===== config.mk =====
export PLATFORM = sky130hd
export DESIGN_NAME = lfsr_timer_sched
export DESIGN_NICKNAME = d
export VERILOG_FILES = /design/src/rtl/lfsr_timer_sched.sv
export SDC_FILE = /design/constraint.sdc
export NUM_CORES = 1
export LEC_CHECK = 0
export ABC_AREA = 1
export BUFFER_PORTS_ARGS = -buffer_cell sky130_fd_sc_hd__buf_2
export CORE_UTILIZATION = 30
export DETAILED_ROUTE_END_ITERATION = 7
export PLACE_DENSITY = 0.58
export SLEW_MARGIN = 20
export SYNTH_ARGS = -nofsm -noshare
export SYNTH_HDL_FRONTEND = slang
export SYNTH_SLANG_ARGS = --single-unit

===== constraint.sdc =====
create_clock -name clk -period 2.7 [get_ports clk]
set_clock_uncertainty 0.05 [all_clocks]
set_input_delay 0.135 -clock clk [delete_from_list [all_inputs] [get_ports clk]]
set_output_delay 0.135 -clock clk [all_outputs]
set_load 0.01 [all_outputs]

===== src/rtl/lfsr_timer_sched.sv =====
// Round-robin scheduler that time-shares one LFSR terminal counter among N_REQ requesters.
// Each service loads the counter, waits for done under a watchdog, then pulses ack or err.
//
// state   | meaning
// --------+------------------------------------------------------------
// IDLE    | no service active; arbitrate from rr_ptr when any req is set
// LOAD    | one-cycle load strobe with the captured count_to value
// COUNT   | counter enabled; wait for done or watchdog expiry
// RELEASE | one-cycle ack/err pulse to the granted requester
module lfsr_timer_sched #(
  parameter int N_REQ = 4,
  parameter int CNT_W = 4,
  parameter int WDOG  = 20
) (
  input  logic                     clk,
  input  logic                     rst,
  input  logic [N_REQ-1:0]         req,
  input  logic [N_REQ*CNT_W-1:0]   req_cnt,
  output logic [N_REQ-1:0]         ack,
  output logic [N_REQ-1:0]         err,
  output logic                     busy,
  output logic [$clog2(N_REQ)-1:0] grant_id,
  output logic                     lfsr_load,
  output logic                     lfsr_count_en,
  output logic [CNT_W-1:0]         lfsr_count_to,
  input  logic                     lfsr_done
);

  localparam int GW = $clog2(N_REQ);
  localparam int SW = GW + 1;
  localparam int WW = $clog2(WDOG + 1);
  localparam logic [SW-1:0] N_SW   = SW'(N_REQ);
  localparam logic [WW-1:0] WD_END = WW'(WDOG - 1);

  typedef enum logic [1:0] {IDLE, LOAD, COUNT, RELEASE} state_t;

  state_t               state;
  logic [GW-1:0]        rr_ptr;
  logic [WW-1:0]        wdog;
  logic [2*N_REQ-1:0]   req_rot;
  logic                 any_req;
  logic [GW-1:0]        pick_off;
  logic [SW-1:0]        pick_sum;
  logic [GW-1:0]        pick;
  logic [CNT_W-1:0]     cnt_sel;

  // Rotating a doubled copy puts rr_ptr at bit 0, so the lowest set bit is the winner.
  assign req_rot = {req, req} >> rr_ptr;

  always_comb begin
    any_req  = 1'b0;
    pick_off = '0;
    for (int i = N_REQ - 1; i >= 0; i--) begin
      if (req_rot[i]) begin
        any_req  = 1'b1;
        pick_off = GW'(i);
      end
    end
  end

  assign pick_sum = {1'b0, rr_ptr} + {1'b0, pick_off};
  assign pick     = (pick_sum >= N_SW) ? GW'(pick_sum - N_SW) : pick_sum[GW-1:0];

  always_comb begin
    cnt_sel = '0;
    for (int i = 0; i < N_REQ; i++) begin
      if (pick == GW'(i)) cnt_sel = req_cnt[i*CNT_W +: CNT_W];
    end
  end

  always_ff @(posedge clk or negedge rst) begin
    if (!rst) begin
      state         <= IDLE;
      ack           <= '0;
      err           <= '0;
      busy          <= 1'b0;
      grant_id      <= '0;
      lfsr_load     <= 1'b0;
      lfsr_count_en <= 1'b0;
      lfsr_count_to <= '0;
      rr_ptr        <= '0;
      wdog          <= '0;
    end else begin
      case (state)
        IDLE: begin
          if (any_req) begin
            grant_id <= pick;
            busy     <= 1'b1;
            // Zero is the LFSR lockup value, so it is rejected without touching the counter.
            if (cnt_sel == '0) begin
              err   <= N_REQ'(1) << pick;
              state <= RELEASE;
            end else begin
              lfsr_count_to <= cnt_sel;
              lfsr_load     <= 1'b1;
              state         <= LOAD;
            end
          end
        end
        LOAD: begin
          lfsr_load     <= 1'b0;
          lfsr_count_en <= 1'b1;
          wdog          <= '0;
          state         <= COUNT;
        end
        COUNT: begin
          if (lfsr_done) begin
            ack           <= N_REQ'(1) << grant_id;
            lfsr_count_en <= 1'b0;
            state         <= RELEASE;
          end else if (wdog == WD_END) begin
            err           <= N_REQ'(1) << grant_id;
            lfsr_count_en <= 1'b0;
            state         <= RELEASE;
          end else begin
            wdog <= wdog + 1'b1;
          end
        end
        RELEASE: begin
          ack    <= '0;
          err    <= '0;
          busy   <= 1'b0;
          rr_ptr <= (grant_id == GW'(N_REQ - 1)) ? '0 : grant_id + 1'b1;
          state  <= IDLE;
        end
        default: state <= IDLE;
      endcase
    end
  end

endmodule

==> out/qor.csv <==
metric,value,unit
outcome,finished clean,
grt_util_all_layers,14.0,%
synth_edf_count,0,
max_fclk,395,MHz
final_max_tran_viols,0,
ys.flop_type,sky130_fd_sc_hd__dfrtp_1,
die_outline_height,77.6,um
std_cell_rows,27,
avgViaCountPerCell,4.81,
post-synth-top-count-cell,sky130_fd_sc_hd__nand2_1,
synthDistinctLibCells,30,
setup_tns,0,ns
wire_per_inst,12.2,um
ff_to_ff_setup_slack,0.17,ns
syn_inst,210,
hold-path-cell-count,3,
max_stage_delay,0.46,ns
fin_crit_sh,93.7,%
final.min_clock_period,2.53,ns
fp.coreArea,5510,um^2
post_synth.cell_area_avg,8.17,um^2
ant_nets,0,
die_x,77.6,um
grt_start_max_net_pins,27,
worst_hold_path_type,primary input to flip-flop,
firstDrtPassIters,4,
nFillCells,569,
layout.nets,293,
syn-cell-area,1720,um^2
ys.warnings.count,0,
synth-seq-area-share,37.9,%
overall_power,0.00321,W
cp.required,2.82,ns
hpwl_dp,3020,um
report.final.setup_viol,0,
num_vias,1584,
clock_tree.htree_level_count,1,
crit_path_max_delay_family,simple AND/OR/NAND/NOR gates,
cellLeakagePower,1.06,nW
first_iter_violations,101,
grt_overflow_total,0,
first_global_vias,1473,
clock_insertion_delay_at_the_later_pin_of_the_skew_report,0.27,ns
arrival,2.65,ns
type_of_the_worst_setup_path,flip-flop to flip-flop,
numClockSinks,26,
max-vdd-ir-drop,0.479,mV
ios,40,
port_buffer_count,39,
path_cells,nand2_1 -> nand3_1 -> nand2_2 -> nand3_1 -> a21boi_1 -> ha_2 -> xnor2_2 -> buf_4 -> nand3_4 -> nand2_8 -> nand3_1 -> nand4_2 -> nor2_4 -> nand2_4 -> nand2_4 -> nand2_2 -> nand2_1 -> nand2_1,
clockRootBuffer,sky130_fd_sc_hd__clkbuf_8,
max-cap-violations,0,
slew_headroom,58.6,%
critical_path.endpoint_type,flip-flop,
fp.dieArea,6020,um^2
holdPathEnd,ack[3],
synth_top_cells_by_count,"sky130_fd_sc_hd__nand2_1, sky130_fd_sc_hd__dfrtp_1, sky130_fd_sc_hd__inv_1",
globalplace.congestion,0.805,
cts_tree,done,
antenna_found_initial,0,
drc_errors,0,
netlist.top_cell.by_area,sky130_fd_sc_hd__dfrtp_1,
rr_startpoint,rr_ptr[0],
critical_path.reg2reg.endpoint,err[2],
worstRegToRegCells,18,
worstPathBufferInverterCount,1,
cts_made_buffers,3,
synthesis.nets,244,
pnr_worst_setup_slack,0.170,ns
wire_length_of_the_first_global_routing_pass,6710,um
hold_violations,0,
clockBufferDepth,2,
async_set_or_reset_flop_fraction_in_the_synthesized_netlist,100,%
worstMarginPinSlew,0.620,ns
critical_path.slowest_cell,sky130_fd_sc_hd__dfrtp_2,
areaGrowthSynthToFinish,24.9,%
post-place-ws,0.0422,ns
drt_wl_total,4000,um
drive_gt1_share,33.9,%
critPathMaxFanout,12,
holdCritStartpoint,lfsr_done,
power_per_cell_area,1500,nW/um^2
synth.area.top_cells,"sky130_fd_sc_hd__dfrtp_1, sky130_fd_sc_hd__nand2_1, sky130_fd_sc_hd__ha_1",
postSynthRegisterBits,26,
worst_setup_hold_path_clk_slew,0.09,ns
synth_largest_type_area_fraction,37.9,%
setup.worst_path.start_class,flip-flop,
effective_utilization_at_floorplan,31.2,%
total_inserted_antenna_cells,0,
-- logic make-up (layout without fill, tap and decap cells) --
logic type / after synthesis / count (layout) / synth area share (%)
AOI/OAI and AO/OA: 28 / 28 / 9.70
buffers and inverters: 31 / 76 / 7.37
and+or+nand+nor: 113 / 115 / 36.5
xor gates and xnor gates: 1 / 1 / 0.511
DFF: 26 / 26 / 37.9
adders and majority gates: 11 / 11 / 8.02
-- power breakdown --
group | internal (W) | switching, W | total (W) | leakage (nW)
logic | 0.000860 | 0.00144 | 0.00230 | 0.709
registers | 0.000559 | 0.000119 | 0.000678 | 0.330
clock network | 0.000100 | 0.000125 | 0.000225 | 0.0216
total | 0.00152 | 0.00169 | 0.00321 | 1.06
-- worst max-delay path by stage --
stage | start | end | cells after the start | slack (ns)
after global routing | rr_ptr[0] | err[3] | 18 | -0.02
after detailed placement | rr_ptr[0] | err[2] | 19 | 0.04
after global placement | rr_ptr[1] | err[3] | 18 | 0.13
final | rr_ptr[0] | err[2] | 18 | 0.17
after floorplan | rr_ptr[0] | err[0] | 20 | 0.29
after CTS | rr_ptr[0] | err[2] | 19 | 0.03
-- routing by layer --
metal	up-vias	global-route usage [%]	share of wire (%)
met5	-	0	0
met4	0	2.83	0.70
met3	5	3.65	5.8
met2	49	22.1	45
met1	716	19.2	48
li1	814	-	-
-- worst register-to-register path: cells and delay by family, from the launching register on --
kind	cells	cell delay, ns
flops	1	0.46
fa+ha+maj	1	0.21
xor+xnor	1	0.09
simple gates	14	1.32
compound gates	1	0.14
buf+inv	1	0.16
-- layout by cell type (no fill, tap or decap), types with 2 or more instances in the layout --
| master | instances |
|---|---|
| sky130_fd_sc_hd__clkbuf_8 | 3 |
| sky130_fd_sc_hd__dfrtp_2 | 2 |
| sky130_fd_sc_hd__inv_2 | 5 |
| sky130_fd_sc_hd__nand3_4 | 2 |
| sky130_fd_sc_hd__o21ai_1 | 2 |
| sky130_fd_sc_hd__buf_2 | 39 |
| sky130_fd_sc_hd__nand3_2 | 6 |
| sky130_fd_sc_hd__nand4_1 | 9 |
| sky130_fd_sc_hd__nand2_2 | 9 |
| sky130_fd_sc_hd__buf_4 | 5 |
| sky130_fd_sc_hd__nor2_4 | 2 |
| sky130_fd_sc_hd__a21oi_1 | 4 |
| sky130_fd_sc_hd__nor3_1 | 4 |
| sky130_fd_sc_hd__nand2_4 | 4 |
| sky130_fd_sc_hd__inv_1 | 21 |
| sky130_fd_sc_hd__nand2_1 | 46 |
| sky130_fd_sc_hd__o31ai_1 | 3 |
| sky130_fd_sc_hd__nand4_2 | 4 |
| sky130_fd_sc_hd__nor2_1 | 7 |
| sky130_fd_sc_hd__ha_1 | 10 |
| sky130_fd_sc_hd__dfrtp_1 | 24 |
| sky130_fd_sc_hd__o22ai_1 | 5 |
| sky130_fd_sc_hd__o32ai_1 | 2 |
| sky130_fd_sc_hd__o21ai_0 | 10 |
| sky130_fd_sc_hd__nand3_1 | 18 |
-- timing repair --
action / in CTS / in global routing
hold buffers: 1 / 0
endpoints found under the setup margin: 0 / 10
gates resized for setup: 0 / 15
setup buffers: 0 / 3
hold endpoints to repair: 26 / 0
-- stage by stage --
step,instance area [um^2],instances,utilization (%),hold slack [ns]
6_report,2140,329,38.9,0.157
5_1_grt,2140,329,38.9,0.188
4_1_cts,2050,324,37.2,0.159
3_5_place_dp,2000,320,36.2,0.142
3_3_place_gp,2000,320,36.2,0.138
2_1_floorplan,1720,210,-,-0.211
-- state kept, by name, indices dropped and copies added, names as in the netlist --
| register | cells |
|---|---|
| busy | 1 |
| err | 4 |
| state | 2 |
| ack | 4 |
| lfsr_count_to | 4 |
| lfsr_load | 1 |
| rr_ptr | 2 |
| lfsr_count_en | 1 |
| grant_id | 2 |
| wdog | 5 |
-- final cells by class --
class                   count  area, um^2  share of cell area (%)
multi-input cells         155        1010                    47.0
well taps                  72        90.1                    4.21
clock buffers               3        41.3                    1.93
inverters                  28         109                    5.08
flip-flops and latches     26         653                    30.5
repair buffers             45         243                    11.3
No activity file was read; power rests on OpenSTA's default activity.
